File: src/rtl/wb_pkg.sv
// -----------------------------------------------------------------------------
// wb_pkg
// Shared types and constants for the write-back select stage.
//   wb_sel_e   : write-back source select (ALU, MEM, PC+4, IMM)
//   wb_state_e : stage state machine encoding
//   F3_*       : RISC-V load funct3 encodings
// -----------------------------------------------------------------------------
package wb_pkg;

  typedef enum logic [1:0] {
    WB_ALU = 2'd0,
    WB_MEM = 2'd1,
    WB_PC4 = 2'd2,
    WB_IMM = 2'd3
  } wb_sel_e;

  typedef enum logic {
    IDLE     = 1'b0,
    WAIT_MEM = 1'b1
  } wb_state_e;

  localparam logic [2:0] F3_LB  = 3'b000;
  localparam logic [2:0] F3_LH  = 3'b001;
  localparam logic [2:0] F3_LW  = 3'b010;
  localparam logic [2:0] F3_LD  = 3'b011;
  localparam logic [2:0] F3_LBU = 3'b100;
  localparam logic [2:0] F3_LHU = 3'b101;
  localparam logic [2:0] F3_LWU = 3'b110;

endpackage : wb_pkg

File: src/rtl/wb_load_align.sv
// -----------------------------------------------------------------------------
// wb_load_align
// Purely combinational load aligner: selects the addressed byte / halfword /
// word from the raw memory word and sign- or zero-extends it to XLEN.
// Ports:
//   funct3    in  3       load type (F3_* in wb_pkg)
//   addr_lo   in  LANE_W  byte lane of the load address
//   mem_rdata in  XLEN    raw memory word
//   load_data out XLEN    aligned and extended value
// Unknown funct3 codes (and LWU/LD on a 32-bit core) pass mem_rdata through.
// -----------------------------------------------------------------------------
module wb_load_align
  import wb_pkg::*;
#(
  parameter  int XLEN   = 32,
  localparam int LANE_W = $clog2(XLEN / 8)
) (
  input  logic [2:0]        funct3,
  input  logic [LANE_W-1:0] addr_lo,
  input  logic [XLEN-1:0]   mem_rdata,
  output logic [XLEN-1:0]   load_data
);

  logic [LANE_W-1:0] off;
  logic [XLEN-1:0]   shifted;

  // Natural alignment: the lane bits below the access size are ignored.
  always_comb begin
    // NOTE: every variable written in a combinational block gets a default
    // first, so no path leaves it unassigned and no latch is inferred.
    off = addr_lo;
    unique case (funct3)
      F3_LH, F3_LHU: off = addr_lo & ~LANE_W'(1);
      F3_LW, F3_LWU: off = addr_lo & ~LANE_W'(3);
      F3_LD:         off = '0;
      default:       off = addr_lo;
    endcase
  end

  assign shifted = mem_rdata >> {off, 3'b000};

  always_comb begin
    load_data = mem_rdata;
    unique case (funct3)
      F3_LB:  load_data = XLEN'($signed(shifted[7:0]));
      F3_LBU: load_data = XLEN'(shifted[7:0]);
      F3_LH:  load_data = XLEN'($signed(shifted[15:0]));
      F3_LHU: load_data = XLEN'(shifted[15:0]);
      F3_LW:  load_data = XLEN'($signed(shifted[31:0]));
      F3_LWU: begin
        if (XLEN == 64) load_data = XLEN'(shifted[31:0]);
      end
      F3_LD: begin
        if (XLEN == 64) load_data = shifted;
      end
      default: load_data = mem_rdata;
    endcase
  end

endmodule : wb_load_align

File: src/rtl/wb_select_stage.sv
// -----------------------------------------------------------------------------
// wb_select_stage
// Registered write-back stage between MEM and the register file. Selects the
// write-back value (ALU, load data, PC+4, immediate), waits for late load data
// with a timeout, and issues one wb_valid pulse per accepted instruction.
//
// Build option: WB_LOAD_EXT_EN
//   defined   : load data is aligned and extended by wb_load_align
//   undefined : load data is mem_rdata unchanged; funct3/addr_lo are ignored
//
// Ports:
//   clk, rst_n            clock, synchronous active-low reset
//   in_valid / in_ready   instruction handshake (ready only in IDLE)
//   wb_sel, reg_write, rd instruction control
//   funct3, addr_lo       load type and byte lane
//   alu_result, pc, imm   source operands
//   mem_rvalid, mem_rdata load response
//   wb_valid, wb_we, wb_rd, wb_data, wb_err   registered write-back outputs
// -----------------------------------------------------------------------------
module wb_select_stage
  import wb_pkg::*;
#(
  parameter  int XLEN        = 32,
  parameter  int MEM_TIMEOUT = 16,
  localparam int LANE_W      = $clog2(XLEN / 8)
) (
  input  logic              clk,
  input  logic              rst_n,
  input  logic              in_valid,
  output logic              in_ready,
  input  logic [1:0]        wb_sel,
  input  logic              reg_write,
  input  logic [4:0]        rd,
  input  logic [2:0]        funct3,
  input  logic [LANE_W-1:0] addr_lo,
  input  logic [XLEN-1:0]   alu_result,
  input  logic [XLEN-1:0]   pc,
  input  logic [XLEN-1:0]   imm,
  input  logic              mem_rvalid,
  input  logic [XLEN-1:0]   mem_rdata,
  output logic              wb_valid,
  output logic              wb_we,
  output logic [4:0]        wb_rd,
  output logic [XLEN-1:0]   wb_data,
  output logic              wb_err
);

  localparam int CNT_W = $clog2(MEM_TIMEOUT + 1);

  wb_state_e         state_q, state_d;
  logic [CNT_W-1:0]  cnt_q, cnt_d;
  logic [4:0]        rd_q, rd_d;
  logic              rw_q, rw_d;
  logic              enter_wait;

  logic              wb_valid_d, wb_we_d, wb_err_d;
  logic [4:0]        wb_rd_d;
  logic [XLEN-1:0]   wb_data_d;

  wb_sel_e           sel;
  logic [XLEN-1:0]   load_data;
  logic [XLEN-1:0]   sel_value;

  assign sel = wb_sel_e'(wb_sel);

  // Held low while reset is asserted so nothing is offered into a stage that
  // is being cleared.
  assign in_ready = rst_n && (state_q == IDLE);

  // ---------------------------------------------------------------------------
  // Load data path
  // ---------------------------------------------------------------------------
`ifdef WB_LOAD_EXT_EN
  logic [2:0]        f3_q;
  logic [LANE_W-1:0] lane_q;
  logic [2:0]        align_f3;
  logic [LANE_W-1:0] align_lane;

  // In IDLE the load is being accepted right now; in WAIT_MEM use the copy
  // taken when the wait began.
  assign align_f3   = (state_q == IDLE) ? funct3  : f3_q;
  assign align_lane = (state_q == IDLE) ? addr_lo : lane_q;

  always_ff @(posedge clk) begin
    if (!rst_n) begin
      f3_q   <= '0;
      lane_q <= '0;
    end else if (enter_wait) begin
      f3_q   <= funct3;
      lane_q <= addr_lo;
    end
  end

  wb_load_align #(
    .XLEN (XLEN)
  ) u_load_align (
    .funct3    (align_f3),
    .addr_lo   (align_lane),
    .mem_rdata (mem_rdata),
    .load_data (load_data)
  );
`else
  logic unused_load_ctrl;
  assign unused_load_ctrl = ^{funct3, addr_lo};
  assign load_data        = mem_rdata;
`endif

  // ---------------------------------------------------------------------------
  // Source select (PC+4 wraps modulo 2^XLEN by construction)
  // ---------------------------------------------------------------------------
  always_comb begin
    sel_value = alu_result;
    unique case (sel)
      WB_ALU: sel_value = alu_result;
      WB_MEM: sel_value = load_data;
      WB_PC4: sel_value = pc + XLEN'(4);
      WB_IMM: sel_value = imm;
      default: sel_value = alu_result;
    endcase
  end

  // ---------------------------------------------------------------------------
  // Next-state and next-output logic
  // ---------------------------------------------------------------------------
  always_comb begin
    state_d    = state_q;
    cnt_d      = cnt_q;
    rd_d       = rd_q;
    rw_d       = rw_q;
    enter_wait = 1'b0;
    wb_valid_d = 1'b0;
    wb_we_d    = 1'b0;
    wb_err_d   = 1'b0;
    wb_rd_d    = wb_rd;
    wb_data_d  = wb_data;

    unique case (state_q)
      IDLE: begin
        if (in_valid) begin
          if (sel != WB_MEM || mem_rvalid) begin
            wb_valid_d = 1'b1;
            wb_we_d    = reg_write && (rd != 5'd0);
            wb_rd_d    = rd;
            wb_data_d  = sel_value;
          end else begin
            enter_wait = 1'b1;
            rd_d       = rd;
            rw_d       = reg_write;
            cnt_d      = '0;
            state_d    = WAIT_MEM;
          end
        end
      end

      WAIT_MEM: begin
        cnt_d = cnt_q + CNT_W'(1);
        // Data is checked first so a response on the final wait cycle wins
        // over the timeout.
        if (mem_rvalid) begin
          wb_valid_d = 1'b1;
          wb_we_d    = rw_q && (rd_q != 5'd0);
          wb_rd_d    = rd_q;
          wb_data_d  = load_data;
          state_d    = IDLE;
        end else if (cnt_q == CNT_W'(MEM_TIMEOUT - 1)) begin
          // MEM_TIMEOUT wait cycles have passed with no response.
          wb_valid_d = 1'b1;
          wb_err_d   = 1'b1;
          wb_rd_d    = rd_q;
          wb_data_d  = '0;
          state_d    = IDLE;
        end
      end

      default: state_d = IDLE;
    endcase
  end

  // ---------------------------------------------------------------------------
  // State and output registers
  // ---------------------------------------------------------------------------
  always_ff @(posedge clk) begin
    // NOTE: sequential state uses non-blocking assignments so every register
    // samples pre-edge values, independent of statement order.
    if (!rst_n) begin
      state_q  <= IDLE;
      cnt_q    <= '0;
      rd_q     <= '0;
      rw_q     <= 1'b0;
      wb_valid <= 1'b0;
      wb_we    <= 1'b0;
      wb_err   <= 1'b0;
      wb_rd    <= '0;
      wb_data  <= '0;
    end else begin
      state_q  <= state_d;
      cnt_q    <= cnt_d;
      rd_q     <= rd_d;
      rw_q     <= rw_d;
      wb_valid <= wb_valid_d;
      wb_we    <= wb_we_d;
      wb_err   <= wb_err_d;
      wb_rd    <= wb_rd_d;
      wb_data  <= wb_data_d;
    end
  end

endmodule : wb_select_stage

File: config.mk
export PLATFORM = sky130hd
export DESIGN_NAME = wb_select_stage
export DESIGN_NICKNAME = d
export VERILOG_FILES = /design/src/rtl/wb_pkg.sv /design/src/rtl/wb_load_align.sv /design/src/rtl/wb_select_stage.sv
export SDC_FILE = /design/constraint.sdc
export NUM_CORES = 1
export LEC_CHECK = 0
export ABC_AREA = 1
export BUFFER_PORTS_ARGS = -buffer_cell sky130_fd_sc_hd__buf_2
export CAP_MARGIN = 5
export CELL_PAD_IN_SITES_DETAIL_PLACEMENT = 1
export CELL_PAD_IN_SITES_GLOBAL_PLACEMENT = 2
export CORE_MARGIN = 1.5
export CORE_UTILIZATION = 24
export CTS_CLUSTER_DIAMETER = 30
export DETAILED_ROUTE_END_ITERATION = 8
export PLACE_DENSITY_LB_ADDON = 0.1
export SLEW_MARGIN = 20
export SYNTH_ARGS = -nofsm -noshare
export SYNTH_HDL_FRONTEND = slang
export SYNTH_SLANG_ARGS = --single-unit
File: constraint.sdc
create_clock -name clk -period 2.6 [get_ports clk]
set_input_delay 0.13 -clock clk [delete_from_list [all_inputs] [get_ports clk]]
set_output_delay 0.13 -clock clk [all_outputs]
set_load 0.02 [all_outputs]
### Word level (Yosys, flattened, before mapping)

Cells that the tools add are included.

| word-level totals | value |
|---|---|
| bits in registers | 52 |
| bits in latches | 0 |
| bits in writable memories | 0 |
| memory bits (read-only) | 0 |
| input port bits | 145 |
| output and inout port bits | 41 |
| logic and storage cells | 62 |
| memories | 0 |

| cells by class | value |
|---|---|
| $add $sub $neg | 2 |
| $mul | 0 |
| divide/modulo/power cells | 0 |
| $lt $le $gt $ge | 0 |
| equal/unequal tests | 9 |
| shifts and indexed selects | 0 |
| muxes and demuxes | 28 |
| bitwise logic cells | 3 |
| reductions and logical operators | 11 |

Operators by type and width:

| cell | count |
|---|---|
| $mux W32 | 4 |
| $pmux W32 S4 | 1 |
| $pmux W32 S2 | 1 |
| $add A32 B3 Y32 const B | 1 |
| $mux W5 | 6 |
| $pmux W5 S2 | 2 |
| $mux W1 | 11 |
| $reduce_bool A5 Y1 | 2 |
| $pmux W1 S2 | 3 |
| $reduce_and A3 Y1 | 2 |
| $add A5 B1 Y5 const B | 1 |
| $eq A5 B4 Y1 const B | 1 |
| $eq A2 B2 Y1 const B | 2 |
| $ne A2 B1 Y1 const B | 2 |
| $ne A2 B2 Y1 const B | 2 |
| $logic_and A1 B1 Y1 | 3 |
| $ne A3 B2 Y1 const B | 1 |
| $not A1 Y1 | 3 |
| $reduce_or A3 Y1 | 1 |
| $eq A2 B1 Y1 const B | 1 |
| $logic_not A2 Y1 | 1 |
| $reduce_and A2 Y1 | 1 |
| $logic_or A1 B1 Y1 | 1 |

### Longest topological paths before layout

Gate-level depths: netlist of the first run.

| depth | value |
|---|---|
| depth after elaboration | 5 |
| mapped depth | 11 |
| gate-level depth less buffers | 11 |

### Least setup slack after synthesis of the first run

OpenSTA, ideal clock, no wires.

| timing path | value |
|---|---|
| kind | reg-to-reg |
| start | reg cnt_q[0] |
| end | reg wb_data[20] |
| setup time | 70 ps |
| data arrival time | 1611 ps |
| data required time | 2530 ps |
| path slack | 920 ps |
| cell stages (with the launch flop) | 11 |
| path buffers | 1 |
| period minus slack after synthesis | 1680 ps |
| cells stage by stage | dfxtp_1 ha_1 nand2_1 nor2_1 ha_1 o21ai_0 nand2_4 inv_4 buf_2 a21oi_1 a21oi_1 |

| between the ends | value |
|---|---|
| longest elaborated chain between the ends | 3 |

Ends and longest elaborated chain:

| what | RTL line | RTL |
|---|---|---|
| from (decl) | wb_select_stage.sv:51 | `logic [CNT_W-1:0] cnt_q, cnt_d;` |
| from (signal assigned) | wb_select_stage.sv:197 | `cnt_q <= cnt_d;` |
| $eq A5 B4 Y1 | wb_select_stage.sv:165 | `end else if (cnt_q == CNT_W'(MEM_TIMEOUT - 1)) begin` |
| $ne A3 B2 Y1 (no source line) | - |  |
| $reduce_and A3 Y1 (no source line) | - |  |
| to (signal assigned) | wb_select_stage.sv:204 | `wb_data <= wb_data_d;` |
| to (decl) | wb_select_stage.sv:44 | `output logic [XLEN-1:0] wb_data,` |

Every way passes these cells.
A chain may end at the register's enable or synchronous reset.

### Final worst setup path of the first run

| timing path | value |
|---|---|
| start | reg cnt_q[0] |
| end | reg wb_data[9] |

Same word-level chain as after synthesis.

==> results of run 1 <==
critical path, cell delays in order, from the launching register on:
cell and delay [ps]:
dfxtp_1 340, ha_1 220, nand2_1 90, nor2_1 50
ha_1 200, o21ai_0 310, nand2_4 250, inv_4 410
a21oi_1 100, a21oi_1 180
metal layers:
metal	share of wire	GRT usage
met5	0	0
met4	0.011	0.0438
met3	0.049	0.0310
met2	0.50	0.382
met1	0.44	0.274
stage by stage:
step / worst slack (ps) / cells
finish: 363 / 1029
global route: 154 / 1028
detailed placement: 358 / 1019
global placement: 468 / 1019
CTS: 341 / 1027
floorplan: 920 / 645
power groups by stage:
stage / Combinational, W / Sequential (W) / Clock, W
after global placement: 0.000644 / 0.000902 / 0
after CTS: 0.000661 / 0.000886 / 0.000760
final: 0.000651 / 0.000886 / 0.000741
after floorplan: 0.000296 / 0.000969 / 0
after detailed placement: 0.000658 / 0.000903 / 0
after global routing: 0.000727 / 0.000894 / 0.000789
flip-flops by register name, indices dropped and copies added (netlist names):
register and flops:
wb_rd 5, rd_q 5, wb_valid 1, cnt_q 5, wb_err 1, wb_we 1, rw_q 1, wb_data 32
state_q 1
worst paths after layout:
path	from	end	slack [ps]	cells after the start
worst max-delay path	cnt_q[0]$_SDFFE_PN0P_	wb_data[9]$_SDFFE_PN0P_	360	9
worst min register to register	cnt_q[3]$_SDFFE_PN0P_	cnt_q[3]$_SDFFE_PN0P_	470	2
worst min-delay path	rd[1]	rd_q[1]$_SDFFE_PN0P_	90	3
worst max register to register	cnt_q[0]$_SDFFE_PN0P_	wb_data[9]$_SDFFE_PN0P_	360	9
kinds of logic (layout without fill, tap and decap cells):
kind of cell	count (synthesis)	after routing	synth area share
other cells	0	2	0
flops	52	52	0.271
compound gates	170	170	0.256
fa+ha+maj	3	3	0.00976
simple gates	346	346	0.381
buf+inv	74	240	0.0826
synthesized netlist by cell type (4+ instances only):
cell / n
nand2_1: 174
nor2_1: 102
a21oi_1: 69
o21ai_0: 59
dfxtp_1: 52
nand3_1: 41
inv_1: 37
a221oi_1: 24
buf_2: 16
clkbuf_1: 11
nor2_2: 8
nor2_4: 6
a31oi_1: 5
o211ai_1: 5
nand2_2: 4
cell type report:
type	instances	share of cell area
multi-input combinational	519	0.488
antenna	2	0.000982
sequential	52	0.204
inverter	42	0.0319
clock buffer	5	0.0246
timing repair buffer	190	0.192
clock inverter	3	0.00540
tap	216	0.0530
==> results.tsv, run 1 <==
stage	metric	value	unit
run_status	status	completed	
power	PwrDens	447	nW/um^2
layout	most common cell after layout, fill and taps aside	buf_2	
clocking	CTS Buf Count	5	
yosys	sequential fraction of the synthesis area	0.271	
yosys	top-area cell type share of the netlist area	0.271	
layout	fill count	2146	
clocking	H-tree Lvls	2	
clocking	Skew-Pair Late Insertion Delay	310	ps
placed_design	PortBufs	180	
power	total chip power	0.00228	W
route	Residual DRC	0	
yosys	syn avg cell area	5.96	sq um
route	WL/cell	17.4	um
clocking	root buffer cell	clkbuf_16	
global_routing	first-pass GRT wire length	27600	um
critical_path	Arr. time, crit path	2470	ps
yosys	Yosys cell types	37	
global_routing	vias in the first global route	5151	
route	vias	5042	
yosys	Syn. warnings	0	
yosys	Synth area leaders	dfxtp_1, nand2_1, nor2_1, a21oi_1, o21ai_0	
floorplan	Die W	130	um
placed_design	dpl cell area	4940	sq um
clocking	PostCTS Resize Cnt	0	
layout	Layout Area Growth over Synthesis	32.5	%
yosys	FFs w/ async S/R, synth	0	
yosys	Synth area leader	dfxtp_1	
global_routing	Global Route Usage Sum	0.214	
timing	Post-Route Hold Slack	85.5	ps
global_routing	largest net degree at the start of global routing	34	
timing	worst rel slew slack	0.510	
timing	setup violators final	0	
clocking	CTS tree	yes	
layout	nets@finish	958	
layout	share of layout cells above drive strength 1	0.277	
clocking	Clock transition at path regs	80	ps
critical_path	Req. time, crit path	2840	ps
route	routed wire length	17900	um
yosys	Post-synth EDFFs	0	
power	Switching Fraction	0.358	
timing	period utilisation layout	0.861	
floorplan	I/O pin count	186	
clocking	Clock Path Buffers	2	
global_routing	Overflow after GRT	0	
route	First DRT Iteration DRCs	202	
critical_path	kind of critical path	reg -> reg	
yosys	ys flop type	dfxtp_1	
timing	Min Clock Period, post-route	2240	ps
floorplan	initial core utilization	0.244	
clocking	clock sink count	52	
timing	final-report hold violation count	0	
timing	Worst-Margin Slew	735	ps
clocking	hold buffer count at cts	0	
power	sw power	0.000816	W
yosys	synthesized instance count	645	
power	Int Pwr	0.00146	W
timing	TNS Setup	0	ps
layout	design area	5090	sq um
yosys	Mapped Area	3850	sq um
power	Comb pwr share	0.286	
critical_path	Crit. End Element	flip-flop	
floorplan	die span in y	130	um
layout	Util after Layout	0.323	
yosys	syn nets	793	
timing	Peak Freq	447	MHz
timing	RSZ-0062 raised after global routing	no	
floorplan	num rows	46	
route	post-route ant nets	0	
layout	register area	1040	sq um
route	DRT Pass-1 Iters	4	
clocking	number of setup buffers added after CTS	0	
placed_design	dpl hpwl	13800	um
floorplan	Die Area	16800	sq um
power	clock power share	0.325	
global_routing	initial antenna violation count	1	
placed_design	GPL Wtd Cong	0.849	
critical_path	Setup crit start kind	flip-flop	
power	Flop pwr share	0.389	
timing	max-slew violations	0	
floorplan	core box area	15800	sq um
power	worst vdd ir	0.000252	V
layout	commonest cells after routing, fill and taps aside	buf_2, nand2_1, nor2_1, a21oi_1, o21ai_0	
critical_path	critical path fanouts, max	33	
yosys	post-synthesis register bit count	52	
timing	Final Skew	2.72	ps
power	Leak	2.43	nW
route	vias per inst	4.90	
hold_path	HP Class	in -> reg	
run	Max Cap Viol	0	
layout	area of the multi-input gates	2490	sq um
No activity file was read; power rests on OpenSTA's default activity.
==> run 2, diff against run 1 <==
--- a/config.mk
+++ b/config.mk
@@ -10,6 +10,7 @@
 export CAP_MARGIN = 5
 export CELL_PAD_IN_SITES_DETAIL_PLACEMENT = 1
 export CELL_PAD_IN_SITES_GLOBAL_PLACEMENT = 2
+export CORE_ASPECT_RATIO = 0.9
 export CORE_MARGIN = 1.5
 export CORE_UTILIZATION = 24
 export CTS_CLUSTER_DIAMETER = 30
==> results.tsv, run 2 (synthesis gave the netlist of run 1 again) <==
stage	metric	value	unit	change
critical_path	Arr. time, crit path	2510	ps	was 2470 ps
timing	setup ws final	314	ps	was 363 ps
floorplan	Die W	136	um	was 130 um
floorplan	die span in y	123	um	was 130 um
clocking	CTS Buf Count	5		unchanged
clocking	clock sink count	52		unchanged
route	DRT Pass-1 Iters	4		unchanged
critical_path	RR Startpoint	cnt_q[0]$_SDFFE_PN0P_		unchanged
timing	final-report hold violation count	0		unchanged
timing	Final Skew	6.83	ps	was 2.72 ps
placed_design	dpl ws	396	ps	was 358 ps
critical_path	Req. time, crit path	2830	ps	was 2840 ps
layout	nets@finish	957		was 958
timing	setup violators final	0		unchanged
layout	share of layout cells above drive strength 1	0.275		was 0.277
timing	RSZ-0062 raised after global routing	no		unchanged
critical_path	kind of critical path	reg -> reg		unchanged
layout	max FFs per register	32		unchanged
critical_path	R2R Path End	wb_data[18]$_SDFFE_PN0P_		was wb_data[9]$_SDFFE_PN0P_
run_status	status	completed		unchanged
route	Residual DRC	0		unchanged
layout	commonest cells after routing, fill and taps aside	buf_2, nand2_1, nor2_1, a21oi_1, o21ai_0		unchanged
clocking	number of setup buffers added after CTS	0		unchanged
layout	most common cell after layout, fill and taps aside	buf_2		unchanged
clocking	CTS tree	yes		unchanged
global_routing	initial antenna violation count	1		unchanged
timing	Post-Route Hold Slack	89.9	ps	was 85.5 ps
hold_path	HP Class	in -> reg		unchanged
timing	Peak Freq	438	MHz	was 447 MHz
layout	Util after Layout	0.328		was 0.323
critical_path	critical path fanouts, max	33		unchanged
floorplan	core box area	15500	sq um	was 15800 sq um
power	Leak	2.44	nW	was 2.43 nW
power	worst vdd ir	0.000230	V	was 0.000252 V
timing	period utilisation layout	0.879		was 0.861
power	PwrDens	455	nW/um^2	was 447 nW/um^2
critical_path	Crit. End Element	flip-flop		unchanged
floorplan	I/O pin count	186		unchanged
layout	Layout Area Growth over Synthesis	32.4	%	was 32.5%
critical_path	Worst Reg-to-Reg Cells	9		unchanged
clocking	Clock transition at path regs	70	ps	was 80 ps
route	First DRT Iteration DRCs	206		was 202
critical_path	R2R Setup Slk	310	ps	was 360 ps
route	vias	4991		was 5042
run	Max Cap Viol	0		unchanged
clocking	H-tree Lvls	2		unchanged
placed_design	PortBufs	180		unchanged
power	total chip power	0.00232	W	was 0.00228 W
global_routing	Overflow after GRT	0		unchanged
critical_path	Setup crit start kind	flip-flop		unchanged
placed_design	GPL Wtd Cong	0.797		was 0.849
clocking	Skew-Pair Late Insertion Delay	300	ps	was 310 ps
floorplan	initial core utilization	0.247		was 0.244
layout	Top reg by flops	wb_data		unchanged
global_routing	vias in the first global route	5111		was 5151
placed_design	dpl hpwl	14000	um	was 13800 um
timing	Worst-Margin Slew	668	ps	was 735 ps
global_routing	largest net degree at the start of global routing	34		unchanged
clocking	Clock Path Buffers	2		unchanged
timing	max-slew violations	0		unchanged
critical_path	critical path startpoint	cnt_q[0]$_SDFFE_PN0P_		unchanged
route	vias per inst	4.92		was 4.90
global_routing	Global Route Usage Sum	0.215		was 0.214
route	WL/cell	17.7	um	was 17.4 um
clocking	root buffer cell	clkbuf_16		unchanged
timing	Min Clock Period, post-route	2290	ps	was 2240 ps
clocking	hold buffer count at cts	0		unchanged
floorplan	num rows	43		was 46
timing	TNS Setup	0	ps	unchanged
floorplan	Die Area	16800	sq um	about the same
critical_path	crit path to	wb_data[18]$_SDFFE_PN0P_		was wb_data[9]$_SDFFE_PN0P_
route	post-route ant nets	0		unchanged
timing	worst rel slew slack	0.554		was 0.510
clocking	PostCTS Resize Cnt	0		unchanged
global_routing	first-pass GRT wire length	27700	um	was 27600 um
route	routed wire length	18000	um	was 17900 um
[run 2: cell type report]
type / instances / area (sq um)
fillers: 2081 / 10500
multi-input cells: 519 / 2490
flip-flops and latches: 52 / 1040
repair buffers: 189 / 981
well taps: 202 / 253
inverters: 42 / 163
clock buffers: 6 / 129
clock inverters: 2 / 35.0
diodes: 2 / 5.00
[run 2: worst min-delay path by stage]
stage                       from                 endpoint  slack [ps]  cells after the start
finish              mem_rdata[3]  wb_data[3]$_SDFFE_PN0P_          90                      3
CTS                 mem_rdata[3]  wb_data[3]$_SDFFE_PN0P_          80                      3
global placement       reg_write        rw_q$_SDFFE_PN0P_         380                      3
global route        mem_rdata[3]  wb_data[3]$_SDFFE_PN0P_          80                      3
floorplan           mem_rdata[3]  wb_data[3]$_SDFFE_PN0P_         260                      2
detailed placement  mem_rdata[3]  wb_data[3]$_SDFFE_PN0P_         390                      3
[run 2: per-layer routing]
| metal | vias to the layer above | wire (um) | global-route usage |
|---|---|---|---|
| met3 | 8 | 1060 | 0.0406 |
| met1 | 2355 | 9140 | 0.309 |
| li1 | 2491 | - | - |
| met4 | 0 | 94 | 0.0326 |
| met5 | - | 0 | 0 |
| met2 | 137 | 7680 | 0.340 |
[run 2: critical path: stages (launching register included)]
cell and delay (ps):
dfxtp_1 340, ha_1 210, nand2_1 80, nor2_1 50, ha_1 200, o21ai_0 330, nand2_4 300, inv_4 440
a21oi_1 90, a21oi_1 160
[run 2: per-stage QoR]
stage	area [sq um]	cells
3_5_place_dp	4920	1004
2_1_floorplan	3850	645
4_1_cts	5090	1012
3_3_place_gp	4920	1004
6_report	5090	1014
5_1_grt	5090	1012
[run 2: power by group]
group	switching, W	internal (W)
clock network	0.000320	0.000454
registers	0.0000325	0.000856
logic	0.000417	0.000238
==> run 3, diff against run 2 <==
--- a/config.mk
+++ b/config.mk
@@ -11,7 +11,7 @@
 export CELL_PAD_IN_SITES_DETAIL_PLACEMENT = 1
 export CELL_PAD_IN_SITES_GLOBAL_PLACEMENT = 2
 export CORE_ASPECT_RATIO = 0.9
-export CORE_MARGIN = 1.5
+export CORE_MARGIN = 8
 export CORE_UTILIZATION = 24
 export CTS_CLUSTER_DIAMETER = 30
 export DETAILED_ROUTE_END_ITERATION = 8
==> results.tsv, run 3 (synthesis gave the netlist of run 1 again) <==
stage	metric	value	unit	change
run_status	status	completed		unchanged
run	Max Cap Viol	0		unchanged
route	post-route ant nets	0		unchanged
clocking	Clock transition at path regs	80	ps	was 70 ps
timing	period utilisation layout	0.843		was 0.879
floorplan	I/O pin count	186		unchanged
critical_path	critical path fanouts, max	33		unchanged
critical_path	Arr. time, crit path	2430	ps	was 2510 ps
global_routing	vias in the first global route	5216		was 5111
layout	most common cell after layout, fill and taps aside	buf_2		unchanged
global_routing	Overflow after GRT	0		unchanged
floorplan	die span in y	136	um	was 123 um
power	Leak	2.43	nW	was 2.44 nW
critical_path	Crit. End Element	flip-flop		unchanged
placed_design	dpl hpwl	14500	um	was 14000 um
layout	max FFs per register	32		unchanged
route	First DRT Iteration DRCs	192		was 206
placed_design	GPL Wtd Cong	0.859		was 0.797
floorplan	Die Area	20300	sq um	was 16800 sq um
layout	fill count	2146		was 2081
timing	setup violators final	0		unchanged
layout	share of layout cells above drive strength 1	0.277		was 0.275
timing	final-report hold violation count	0		unchanged
timing	worst rel slew slack	0.558		was 0.554
global_routing	largest net degree at the start of global routing	34		unchanged
critical_path	Req. time, crit path	2840	ps	was 2830 ps
timing	RSZ-0062 raised after global routing	no		unchanged
global_routing	Global Route Usage Sum	0.180		was 0.215
global_routing	initial antenna violation count	4		was 1
layout	area of the multi-input gates	2490	sq um	unchanged
layout	commonest cells after routing, fill and taps aside	buf_2, nand2_1, nor2_1, a21oi_1, o21ai_0		unchanged
clocking	number of setup buffers added after CTS	0		unchanged
critical_path	R2R Setup Slk	410	ps	was 310 ps
floorplan	core box area	15900	sq um	was 15500 sq um
route	vias	4996		was 4991
clocking	CTS tree	yes		unchanged
clocking	PostCTS Resize Cnt	0		unchanged
route	Residual DRC	0		unchanged
placed_design	PortBufs	180		unchanged
clocking	Skew-Pair Late Insertion Delay	310	ps	was 300 ps
route	routed wire length	18700	um	was 18000 um
clocking	hold buffer count at cts	0		unchanged
timing	Peak Freq	456	MHz	was 438 MHz
clocking	Clock Path Buffers	2		unchanged
timing	Final Skew	7.67	ps	was 6.83 ps
hold_path	HP Class	in -> reg		unchanged
floorplan	Die W	149	um	was 136 um
clocking	CTS Buf Count	5		unchanged
clocking	clock sink count	52		unchanged
clocking	H-tree Lvls	2		unchanged
timing	max-slew violations	0		unchanged
power	worst vdd ir	0.000230	V	about the same
critical_path	Setup crit start kind	flip-flop		unchanged
floorplan	num rows	44		was 43
layout	Top reg by flops	wb_data		unchanged
layout	register area	1040	sq um	unchanged
layout	nets@finish	957		unchanged
route	vias per inst	4.90		was 4.92
floorplan	initial core utilization	0.242		was 0.247
global_routing	first-pass GRT wire length	28700	um	was 27700 um
timing	Worst-Margin Slew	663	ps	was 668 ps
route	WL/cell	18.3	um	was 17.7 um
power	PwrDens	448	nW/um^2	was 455 nW/um^2
critical_path	kind of critical path	reg -> reg		unchanged
clocking	root buffer cell	clkbuf_16		unchanged
layout	Util after Layout	0.319		was 0.328
layout	Layout Area Growth over Synthesis	32.0	%	was 32.4%
timing	TNS Setup	0	ps	unchanged
route	DRT Pass-1 Iters	4		unchanged
timing	Min Clock Period, post-route	2190	ps	was 2290 ps
run 3: cell count changes in the layout (fill, tap and decap cells not counted), sizes merged:
cell	change
diode	+1
clkinvlp	+1
inv	+1
bufinv	-1
clkbuf	-1
run 3: final cells by class:
class                           count  share of cell area
Antenna cell                        3             0.00148
Clock buffer                        5              0.0246
Clock inverter                      3             0.00542
Inverter                           42              0.0320
Multi-Input combinational cell    519               0.490
Sequential cell                    52               0.205
Tap cell                          207              0.0510
Timing Repair Buffer              189               0.191
run 3: final timing paths:
check / from / endpoint / depth (start not counted)
worst min-delay path: mem_rdata[3] / wb_data[3]$_SDFFE_PN0P_ / 3
worst max-delay path: cnt_q[0]$_SDFFE_PN0P_ / wb_data[6]$_SDFFE_PN0P_ / 9
worst max register to register: cnt_q[0]$_SDFFE_PN0P_ / wb_data[6]$_SDFFE_PN0P_ / 9
worst min register to register: rd_q[2]$_SDFFE_PN0P_ / rd_q[2]$_SDFFE_PN0P_ / 2
run 3: through the flow:
step / area (sq um) / hold slack (ps) / power (W) / instances / setup WS [ps]
final: 5080 / 71.8 / 0.00228 / 1020 / 408
after global routing: 5070 / 63.2 / 0.00242 / 1018 / 180
after CTS: 5070 / 64.0 / 0.00232 / 1017 / 384
after detailed placement: 4920 / 391 / 0.00156 / 1009 / 402
after global placement: 4920 / 378 / 0.00155 / 1009 / 480
after floorplan: 3850 / 262 / 0.00127 / 645 / 920
run 3: critical path: stages, from the launching register on:
cell	delay, ps
dfxtp_1	340
ha_1	210
nand2_1	80
nor2_1	50
ha_1	210
o21ai_0	320
nand2_4	250
inv_4	400
a21oi_1	80
a21oi_1	170
run 3: report_power, final:
group	total (W)	leakage [nW]	internal (W)	switching, W
Sequential	0.000885	0.429	0.000856	0.0000293
Clock	0.000738	0.0719	0.000368	0.000370
Combinational	0.000654	1.93	0.000238	0.000416
run 3: routing by layer:
layer / track usage / vias up / part of all wire
met1: 0.227 / 2325 / 0.45
met5: 0 / - / 0.0012
met2: 0.291 / 144 / 0.46
li1: - / 2504 / -
met3: 0.0579 / 19 / 0.077
met4: 0.0443 / 4 / 0.013
